<file path="src/rtl/pipe_pkg.sv">
// Shared types for the pipeline skid buffer: state encoding and occupancy width.
package pipe_pkg;

  // 2'b11 is unused; the next-state logic steers it back to EMPTY.
  typedef enum logic [1:0] {
    EMPTY = 2'b00,
    BUSY  = 2'b01,
    FULL  = 2'b10
  } skid_state_t;

  localparam int OCC_W = 2;

endpackage

</file>
<file path="src/rtl/pipe_skid_reg_dff_vec.sv">
// Enabled register of WIDTH bits: asynchronous active-low reset to zero, loads d when enable is high.
module dff_vec #(
  parameter int WIDTH = 32
) (
  input  logic             clk,
  input  logic             reset,
  input  logic             enable,
  input  logic [WIDTH-1:0] d,
  output logic [WIDTH-1:0] q
);

  always_ff @(posedge clk or negedge reset) begin
    if (!reset) begin
      q <= '0;
    end else if (enable) begin
      q <= d;
    end
  end

endmodule

</file>
<file path="src/rtl/pipe_skid_reg.sv">
// Two-entry valid/ready skid buffer. in_ready is decoded from the state register only,
// so there is no combinational path from out_ready back to in_ready.
module pipe_skid_reg
  import pipe_pkg::*;
#(
  parameter int WIDTH = 32
) (
  input  logic             clk,
  input  logic             reset,
  input  logic             flush,
  input  logic             in_valid,
  output logic             in_ready,
  input  logic [WIDTH-1:0] in_data,
  output logic             out_valid,
  input  logic             out_ready,
  output logic [WIDTH-1:0] out_data,
  output logic [OCC_W-1:0] occupancy,
  output skid_state_t      dbg_state
);

  // Handshake: a word moves on a rising clk edge when valid and ready are both high
  // on that side; push = in_valid & in_ready, pop = out_valid & out_ready.

  skid_state_t      state;
  skid_state_t      state_nxt;
  logic             push;
  logic             pop;
  logic             main_en;
  logic             skid_en;
  logic [WIDTH-1:0] main_d;
  logic [WIDTH-1:0] skid_q;

  assign push = in_valid & in_ready;
  assign pop  = out_valid & out_ready;

  always_ff @(posedge clk or negedge reset) begin
    if (!reset) begin
      state <= EMPTY;
    end else begin
      state <= state_nxt;
    end
  end

  always_comb begin
    state_nxt = state;
    main_en   = 1'b0;
    skid_en   = 1'b0;
    main_d    = in_data;
    if (flush) begin
      state_nxt = EMPTY;
    end else begin
      case (state)
        EMPTY: begin
          if (push) begin
            main_en   = 1'b1;
            state_nxt = BUSY;
          end
        end
        BUSY: begin
          if (push && pop) begin
            main_en = 1'b1;
          end else if (push) begin
            skid_en   = 1'b1;
            state_nxt = FULL;
          end else if (pop) begin
            state_nxt = EMPTY;
          end
        end
        FULL: begin
          // The skid entry is older than anything upstream, so it refills main first.
          main_d = skid_q;
          if (pop) begin
            main_en   = 1'b1;
            state_nxt = BUSY;
          end
        end
        default: state_nxt = EMPTY;
      endcase
    end
  end

  always_comb begin
    out_valid = 1'b0;
    in_ready  = 1'b0;
    occupancy = '0;
    case (state)
      EMPTY: begin
        in_ready = 1'b1;
      end
      BUSY: begin
        out_valid = 1'b1;
        in_ready  = 1'b1;
        occupancy = 2'd1;
      end
      FULL: begin
        out_valid = 1'b1;
        occupancy = 2'd2;
      end
      default: begin
        out_valid = 1'b0;
        in_ready  = 1'b0;
        occupancy = '0;
      end
    endcase
  end

  assign dbg_state = state;

  dff_vec #(.WIDTH(WIDTH)) u_main (
    .clk    (clk),
    .reset  (reset),
    .enable (main_en),
    .d      (main_d),
    .q      (out_data)
  );

  dff_vec #(.WIDTH(WIDTH)) u_skid (
    .clk    (clk),
    .reset  (reset),
    .enable (skid_en),
    .d      (in_data),
    .q      (skid_q)
  );

endmodule

</file>
<file path="config.mk">
export PLATFORM = sky130hd
export DESIGN_NAME = pipe_skid_reg
export DESIGN_NICKNAME = d
export VERILOG_FILES = /design/src/rtl/pipe_pkg.sv /design/src/rtl/pipe_skid_reg_dff_vec.sv /design/src/rtl/pipe_skid_reg.sv
export SDC_FILE = /design/constraint.sdc
export NUM_CORES = 1
export LEC_CHECK = 0
export BUFFER_PORTS_ARGS = -buffer_cell sky130_fd_sc_hd__buf_4
export CELL_PAD_IN_SITES_DETAIL_PLACEMENT = 0
export CELL_PAD_IN_SITES_GLOBAL_PLACEMENT = 2
export CORE_MARGIN = 1
export CORE_UTILIZATION = 35
export DETAILED_ROUTE_END_ITERATION = 10
export GPL_TIMING_DRIVEN = 0
export MAX_ROUTING_LAYER = met4
export PLACE_DENSITY = 0.84
export SLEW_MARGIN = 20
export SYNTH_ARGS = -nofsm -noshare
export SYNTH_HDL_FRONTEND = slang
export SYNTH_HIERARCHICAL = 1
export SYNTH_SLANG_ARGS = --single-unit
</file>
<file path="constraint.sdc">
create_clock -name clk -period 2 [get_ports clk]
set_clock_uncertainty 0.2 [all_clocks]
set_input_delay 0.2 -clock clk [delete_from_list [all_inputs] [get_ports clk]]
set_output_delay 0.2 -clock clk [all_outputs]
set_load 0.02 [all_outputs]
</file>
==> impl_metrics.ini, run 1 <==
[die]
die_height_um = 102
initial_cell_density_of_the_core = 0.369
die-area_um2 = 10300
fp-row-count = 35
design.portCount = 75
core_area_um2 = 9420
die_x_um = 102

[hold_path]
worstHoldPathType = input port to register

[timing]
worst_pin_slew_ns = 0.843
setup_ws_ns = -0.0890
hold_violations = 0
fmax_mhz = 479
grt_setup_unrepaired = true
period_needed_ns = 2.09
timing.final.setup_violations = 51
final-max-slew-violation-count = 0
share_of_the_clock_period_used_by_the_worst_path = 1.04
slew_headroom = 0.438

[pwr]
power_frac_comb = 0.475
sw_frac_of_total = 0.314
power_density_nw_per_um2 = 1370
sequentialPowerShare = 0.347
power.switching_uw = 2180
cellLeakagePower_uw = 0.00236
cellInternalPower_uw = 4760
share_clk_of_total_power = 0.178
vdd.ir_drop.worst_mv = 0.632

[synthesis]
synth_enable_flop_cells = 0
synth-async-reset-ratio = 1.00
syn-num-nets = 241
synth.yosys.warnings = 6
avgSynthCellArea_um2 = 17.5
synthCells = 199
yosys-top-cells-area = sky130_fd_sc_hd__dfrtp_1 (48%), sky130_fd_sc_hd__mux2_4 (39%), sky130_fd_sc_hd__buf_12 (5.2%), sky130_fd_sc_hd__mux2_2 (2.3%), sky130_fd_sc_hd__ha_1 (1.8%)
yosys.cell_types.count = 22
syn-cell-area_um2 = 3470
sequential_cell_area_fraction_in_the_yosys_report = 0.476
synth.top_cell.area_share = 0.476
synth_register_bits = 66
netlist.top_cell.by_area = sky130_fd_sc_hd__dfrtp_1
synth-main-ff-cell = sky130_fd_sc_hd__dfrtp_1

[drt]
ratio_of_routed_vias_to_standard_cells = 4.43
dr_total_vias = 2070
route.detailed.drc = 0
postRouteWirelength_um = 6810
post_drt_wl_per_cell_um = 14.6
antenna_left = 0
first_iter_violations = 29
detailedRoute.firstPassIterationCount = 4

[place]
gp_congestion = 0.678
placed_cells = 402
detailedPlacementHpwl_um = 4060
port_buffers = 74
place_worst_setup_slack_ns = -0.162

[setup_path]
worstPathBufferInverterCount = 3
timing_worst_setup_path_type = register to register
slowest_delay_ns = 0.45
timing.critical_path.to_type = register
timing.critical_path.mode_cell = sky130_fd_sc_hd__buf_12
critical_path_required_ns = 2.02
critical-path-top-delay-family = flip-flops
path_max_fanout = 10
crit_arrival_ns = 2.10
setup.worst_path.start_class = register
cp_cell_sequence = buf_12, ha_4, a31o_4, a22oi_2, nor3_2, buf_6, buf_12, mux2_4
cpMaxStageDelayCell = sky130_fd_sc_hd__dfrtp_2

[global_route]
grt_first_pass_wirelength_um = 11100
grt_use_total = 0.146
grt_pass1_vias = 2194
grt_overflow = 0
grt_antenna_before_repair = 0
grt_start_max_net_pins = 67

[cts]
clock_tree.root_cell = sky130_fd_sc_hd__clkbuf_8
cts_num_sinks = 66
clk_pin_slew_ns = 0.07
cts_max_level = 3
clock_latency_ns = 0.33
max-clock-path-buffers = 2
cts-buffers-inserted = 9
tritoncts = built

[layout]
layout_nets = 375
finish.cell_count_without_fillers = 467
post_route_cells_drive_above_1_share = 0.672
synthToLayoutAreaGrowth_pct = 45.9
layout.cells.most_common = sky130_fd_sc_hd__mux2_4
fill_cells = 787
commonest_cells_after_routing_fill_and_taps_aside = sky130_fd_sc_hd__mux2_4 (92), sky130_fd_sc_hd__buf_4 (81), sky130_fd_sc_hd__dfrtp_1 (64)
antennaDiodeCount = 0

[run]
drv_cap = 0

[status]
violations = negative setup slack
status = complete, but fails checks
power groups by stage:
stage	sequential, uW	clock [uW]	combinational, uW
after detailed placement	2430	0	3000
after global placement	2410	0	2970
after CTS	2420	1290	3250
final	2410	1240	3300
after global routing	2500	1350	3510
after floorplan	2770	0	1700
layout make-up:
type / count / area (um2) / share of cell area
flip-flops and latches: 66 / 1650 / 0.326
multi-input cells: 119 / 1670 / 0.330
plain buffers: 12 / 214 / 0.0422
inverters: 2 / 12.5 / 0.00247
clock buffers: 10 / 128 / 0.0252
well taps: 129 / 161 / 0.0318
repair buffers: 123 / 1130 / 0.224
clock inverters: 6 / 90.1 / 0.0178
path summary, 6_finish.rpt:
kind	slack (ns)	depth (start not counted)	from	to
hold reg to reg	0.32	1	u_main/q[6]	u_main/q[6]
setup / recovery	-0.09	8	dbg_state[0]	u_main/q[10]
max in group asynchronous	0.66	2	reset	dbg_state[1]
hold / removal	0.03	3	in_valid	dbg_state[1]
min in group asynchronous	0.30	2	reset	u_main/q[9]
setup reg to reg	-0.09	8	dbg_state[0]	u_main/q[10]
metrics by stage:
| stage | hold slack, ns | total power (uW) | area, um2 | util | TNS (ns) |
|---|---|---|---|---|---|
| 2_1_floorplan | -0.296 | 4480 | 3510 | - | -4.52 |
| 3_3_place_gp | 0.169 | 5380 | 4230 | 0.449 | -5.92 |
| 3_5_place_dp | 0.166 | 5420 | 4230 | 0.449 | -5.00 |
| 4_1_cts | 0.00528 | 6960 | 4970 | 0.528 | -2.59 |
| 5_1_grt | 0.00957 | 7360 | 5070 | 0.538 | -6.75 |
| 6_report | 0.0313 | 6950 | 5070 | 0.538 | -2.63 |
logic make-up (layout without fill, tap and decap cells):
group / after synthesis / in the layout / share of synthesized area
and+or+nand+nor: 12 / 12 / 0.0191
DFF: 66 / 66 / 0.476
buffers and inverters: 14 / 153 / 0.0638
AOI/OAI and AO/OA: 5 / 5 / 0.0119
adders and majority gates: 5 / 5 / 0.0180
muxes: 97 / 97 / 0.412
cell usage after synthesis, drive strengths merged (2+ instances only):
| library cell | number |
|---|---|
| mux2 | 97 |
| dfrtp | 66 |
| buf | 12 |
| ha | 5 |
| inv | 2 |
| nand2 | 2 |
| nor2 | 2 |
| nor2b | 2 |
registers in the layout (all words and copies together) (netlist names):
register and cells:
dbg_state 2, u_skid/q 32, u_main/q 32
tightest hold or removal path, stage by stage:
cell and delay [ns]:
sky130_fd_sc_hd__buf_4 0.14, sky130_fd_sc_hd__nand2_1 0.10, sky130_fd_sc_hd__o41ai_1 0.09
per-layer routing:
layer | up-vias | track usage | wire [um]
li1 | 980 | - | -
met1 | 1037 | 0.190 | 3240
met2 | 47 | 0.224 | 3250
met3 | 6 | 0.0414 | 259
met4 | 0 | 0.0334 | 57
met5 | - | - | 0
timing repair:
action,CTS,global route
resized for setup,11,0
gates cloned,2,3
hold buffers,34,0
hold endpoints to repair,99,0
buffers inserted,7,3
pin swaps,1,0
endpoints found under the setup margin,62,62
(Power assumes the default switching activity.)
==> run 2: changes to the inputs <==
Settings changed: CORE_UTILIZATION 35 to 28, PLACE_DENSITY 0.84 to 0.71.
==> impl_metrics.ini, run 2 (same netlist as run 1, synthesis figures left out) <==
[status]
status = complete, but fails checks
violations = negative setup slack

[hold_path]
worstHoldStart = in_valid
worstHoldPathType = input port to register
holdPathEnd = dbg_state[1]
worstHoldPathCells = 3

[cts]
cts-buffers-inserted = 9
tritoncts = built
cts_num_sinks = 66
clk_pin_slew_ns = 0.05
max-clock-path-buffers = 2
clock_tree.root_cell = sky130_fd_sc_hd__clkbuf_16
cts_max_level = 3
clock_latency_ns = 0.33

[pwr]
vdd.ir_drop.worst_mv = 0.545
report.power.total_uw = 7220
cellLeakagePower_uw = 0.00239
power_density_nw_per_um2 = 1400

[die]
die_height_um = 113
core_area_um2 = 12100
die_x_um = 113
design.portCount = 75
fp-row-count = 40
die-area_um2 = 12900
initial_cell_density_of_the_core = 0.288

[drt]
antenna_left = 0
route.detailed.drc = 0
postRouteWirelength_um = 7120
first_iter_violations = 58
ratio_of_routed_vias_to_standard_cells = 4.09
detailedRoute.firstPassIterationCount = 2
dr_total_vias = 2072
post_drt_wl_per_cell_um = 14.0

[timing]
worst_pin_slew_ns = 0.855
final-max-slew-violation-count = 0
fmax_mhz = 480
period_needed_ns = 2.08
setup_ws_ns = -0.0832
slew_headroom = 0.430
setup_tns_ns = -3.53
share_of_the_clock_period_used_by_the_worst_path = 1.04
hold_violations = 0
timing.final.setup_violations = 63
grt_setup_unrepaired = true

[setup_path]
path_max_fanout = 10
setup.reg_to_reg.worst_slack_ns = -0.08
rr_endpoint = u_main/q[2]
timing_worst_setup_path_type = register to register
cpMaxStageDelayCell = sky130_fd_sc_hd__dfrtp_2
worst_r2r_path_depth = 8
timing.critical_path.to_type = register
critical_path_required_ns = 2.01
setup.worst_path.start_class = register
slowest_delay_ns = 0.43
crit_arrival_ns = 2.09
cp_cell_sequence = inv_4, ha_4, a31o_4, a22oi_2, nor3_2, buf_6, buf_12, mux2_4
worstSetupStartpoint = dbg_state[0]
worst_r2r_startpoint = dbg_state[0]

[global_route]
grt_overflow = 0
grt_use_total = 0.117
grt_first_pass_wirelength_um = 11100
grt_antenna_before_repair = 0
grt_start_max_net_pins = 67
grt_pass1_vias = 2145

[layout]
commonest_cells_after_routing_fill_and_taps_aside = sky130_fd_sc_hd__mux2_4 (90), sky130_fd_sc_hd__buf_4 (84), sky130_fd_sc_hd__dfrtp_1 (64)
layout.cells.most_common = sky130_fd_sc_hd__mux2_4
synthToLayoutAreaGrowth_pct = 49.0
layout_nets = 376
fill_cells = 1103
finish.cell_count_without_fillers = 507
antennaDiodeCount = 0
post_route_cells_drive_above_1_share = 0.676

[place]
placed_cells = 441
port_buffers = 74
place_worst_setup_slack_ns = -0.177
detailedPlacementHpwl_um = 4300
gp_congestion = 0.677

[run]
drv_cap = 0
## run 2: cell types whose count changed in the layout (fill, tap and decap cells not counted), moves of 2 or more
cell / delta
sky130_fd_sc_hd__buf_4: +3
sky130_fd_sc_hd__clkbuf_16: +10
sky130_fd_sc_hd__clkbuf_8: -8
sky130_fd_sc_hd__clkinv_2: +2
sky130_fd_sc_hd__mux2_2: +2
sky130_fd_sc_hd__mux2_4: -2
## run 2: critical path: cells and delay by family (launching register included)
| family | cells | cell delay [ns] |
|---|---|---|
| flip-flops | 1 | 0.43 |
| multiplexers | 1 | 0.30 |
| buffers and inverters | 3 | 0.41 |
| AND/OR/NAND/NOR | 1 | 0.06 |
| AO/OA/AOI/OAI | 2 | 0.35 |
| adder cells (fa/ha/maj) | 1 | 0.21 |
## run 2: cell type report
type	instances	area, um2	share of cell area
multi-input cells	119	1670	0.323
plain buffers	12	223	0.0430
repair buffers	124	1110	0.214
well taps	168	210	0.0406
clock buffers	11	243	0.0469
inverters	2	12.5	0.00242
flip-flops and latches	66	1650	0.320
clock inverters	5	53.8	0.0104
## run 2: routing by layer
layer | up-vias | global-route usage | share of wire
li1 | 979 | - | -
met1 | 1032 | 0.149 | 0.49
met2 | 51 | 0.178 | 0.46
met3 | 10 | 0.0335 | 0.035
met4 | 0 | 0.0447 | 0.012
met5 | - | - | 0
## run 2: power by group
part / internal (uW) / switching [uW] / leakage (uW)
Sequential: 2010 / 392 / 0.000786
Clock: 994 / 570 / 0.000149
Combinational: 2000 / 1250 / 0.00145
## run 2: timing repair
item / in CTS / in global routing
endpoints found under the hold margin: 99 / 0
gates cloned: 1 / 4
hold buffers: 34 / 0
resized for setup: 7 / 5
pin swaps: 0 / 1
buffers inserted: 7 / 4
setup endpoints to repair: 62 / 63
## run 2: how the worst max path moves through the flow
stage / slack (ns) / endpoint / cells after the start
global placement: -0.20 / u_main/q[30] / 8
detailed placement: -0.18 / u_main/q[4] / 8
floorplan: -0.15 / u_main/q[0] / 8
global route: -0.15 / u_main/q[2] / 8
CTS: -0.12 / u_main/q[2] / 8
finish: -0.08 / u_main/q[2] / 8
## run 2: per-stage QoR
stage          utilization  instance area, um2  hold slack (ns)
2_1_floorplan            -                3510           -0.296
4_1_cts              0.416                5020           0.0235
5_1_grt              0.429                5170           0.0401
3_3_place_gp         0.355                4280            0.177
3_5_place_dp         0.355                4280            0.178
6_report             0.429                5170           0.0484
==> run 3: changes to the inputs <==
Settings changed: CORE_UTILIZATION 28 to 35, GPL_TIMING_DRIVEN 0 to 1, PLACE_DENSITY 0.71 to 0.84.
==> impl_metrics.ini, run 3 (same netlist as run 1, synthesis figures left out) <==
[setup_path]
crit_arrival_ns = 2.13
timing.critical_path.to_type = register
path_max_fanout = 10
critical_path_required_ns = 2.02
setup.reg_to_reg.worst_slack_ns = -0.11
setup.worst_path.start_class = register
worstSetupStartpoint = dbg_state[0]
worst_r2r_startpoint = dbg_state[0]
timing_worst_setup_path_type = register to register

[pwr]
power_density_nw_per_um2 = 1360
vdd.ir_drop.worst_mv = 0.609
cellLeakagePower_uw = 0.00233

[global_route]
grt_first_pass_wirelength_um = 11800
grt_start_max_net_pins = 35
grt_pass1_vias = 2269
grt_overflow = 0
grt_use_total = 0.157
grt_antenna_before_repair = 0

[hold_path]
worstHoldPathType = input port to register
worstHoldStart = in_valid

[cts]
clk_pin_slew_ns = 0.07
max-clock-path-buffers = 2
cts_num_sinks = 66
cts-buffers-inserted = 9
tritoncts = built
clock_tree.root_cell = sky130_fd_sc_hd__clkbuf_8
cts_max_level = 3
clock_latency_ns = 0.33

[timing]
worst_pin_slew_ns = 0.470
share_of_the_clock_period_used_by_the_worst_path = 1.05
setup_ws_ns = -0.109
worst_hold_slack_ns = 0.0595
grt_setup_unrepaired = true
final-max-slew-violation-count = 0
fmax_mhz = 474
hold_violations = 0
timing.final.setup_violations = 39
period_needed_ns = 2.11
slew_headroom = 0.686

[place]
detailedPlacementHpwl_um = 4310
gp_congestion = 0.800
port_buffers = 74
place_worst_setup_slack_ns = -0.143

[layout]
sequential_cell_area_um2 = 1650
fill_cells = 789
final_core_util = 0.530
post_route_cells_drive_above_1_share = 0.672
multi_input_gate_area_in_the_final_layout_um2 = 1690
synthToLayoutAreaGrowth_pct = 43.8
layout.cells.most_common = sky130_fd_sc_hd__mux2_4
commonest_cells_after_routing_fill_and_taps_aside = sky130_fd_sc_hd__mux2_4 (93), sky130_fd_sc_hd__buf_4 (82), sky130_fd_sc_hd__dfrtp_1 (64)
antennaDiodeCount = 0
layout_nets = 373

[die]
die_height_um = 102
initial_cell_density_of_the_core = 0.369
fp-row-count = 35
die-area_um2 = 10300
design.portCount = 75
die_x_um = 102
core_area_um2 = 9420

[status]
status = complete, but fails checks
violations = negative setup slack

[drt]
dr_total_vias = 2065
antenna_left = 0
first_iter_violations = 22
route.detailed.drc = 0
postRouteWirelength_um = 7280
ratio_of_routed_vias_to_standard_cells = 4.45
detailedRoute.firstPassIterationCount = 4
post_drt_wl_per_cell_um = 15.7

[run]
drv_cap = 0
## run 3: cell count changes in the layout (fill, tap and decap cells not counted), moves of 3 or more
cell / delta
sky130_fd_sc_hd__buf_16: +4
sky130_fd_sc_hd__clkbuf_16: -13
sky130_fd_sc_hd__mux2_2: -3
sky130_fd_sc_hd__clkbuf_8: +8
sky130_fd_sc_hd__buf_12: -3
sky130_fd_sc_hd__mux2_4: +3
## run 3: final cells by class
type / count / share of cell area
flip-flops and latches: 66 / 0.331
well taps: 129 / 0.0323
clock inverters: 5 / 0.0113
repair buffers: 133 / 0.259
inverters: 2 / 0.00251
multi-input cells: 119 / 0.338
clock buffers: 10 / 0.0256
## run 3: what timing repair did
item,CTS,global route
cloned,6,0
pin swaps,2,1
hold endpoints to repair,66,0
setup endpoints to repair,54,64
hold buffers,34,0
buffers inserted,7,1
gates resized for setup,19,8
## run 3: layer usage
| metal | wire length [um] | part of all wire | track usage | vias to the layer above |
|---|---|---|---|---|
| met4 | 65 | 0.0089 | 0.0468 | 0 |
| met1 | 3310 | 0.46 | 0.184 | 1036 |
| met2 | 3670 | 0.50 | 0.267 | 48 |
| li1 | - | - | - | 974 |
| met5 | 0 | 0 | - | - |
| met3 | 235 | 0.032 | 0.0380 | 7 |
## run 3: power by group
part           internal [uW]  total (uW)  switching [uW]
Sequential              2010        2420             410
Combinational           2020        3300            1280
Clock                    567        1090             522
## run 3: worst paths after layout
check,end,cells past startpoint
setup / recovery,u_main/q[7],8
min in group asynchronous,u_main/q[8],2
hold / removal,dbg_state[1],3
hold reg to reg,u_skid/q[1],1
setup reg to reg,u_main/q[7],8
max in group asynchronous,u_skid/q[20],3
## run 3: worst max-delay path, cell delays in order, from the launching register on
cell,delay (ns)
sky130_fd_sc_hd__dfrtp_2,0.45
sky130_fd_sc_hd__inv_4,0.09
sky130_fd_sc_hd__ha_4,0.22
sky130_fd_sc_hd__a31o_4,0.22
sky130_fd_sc_hd__a22oi_2,0.17
sky130_fd_sc_hd__nor3_4,0.06
sky130_fd_sc_hd__buf_6,0.14
sky130_fd_sc_hd__buf_16,0.15
sky130_fd_sc_hd__mux2_4,0.29
## run 3: stage by stage
stage	TNS, ns	std cells	area (um2)	power (uW)
after global placement	-2.32	402	4190	5380
after CTS	-4.38	464	4980	6860
final	-3.13	464	4990	6810
after detailed placement	-3.99	402	4190	5430
after global routing	-6.06	464	4990	7190
after floorplan	-4.52	199	3510	4480
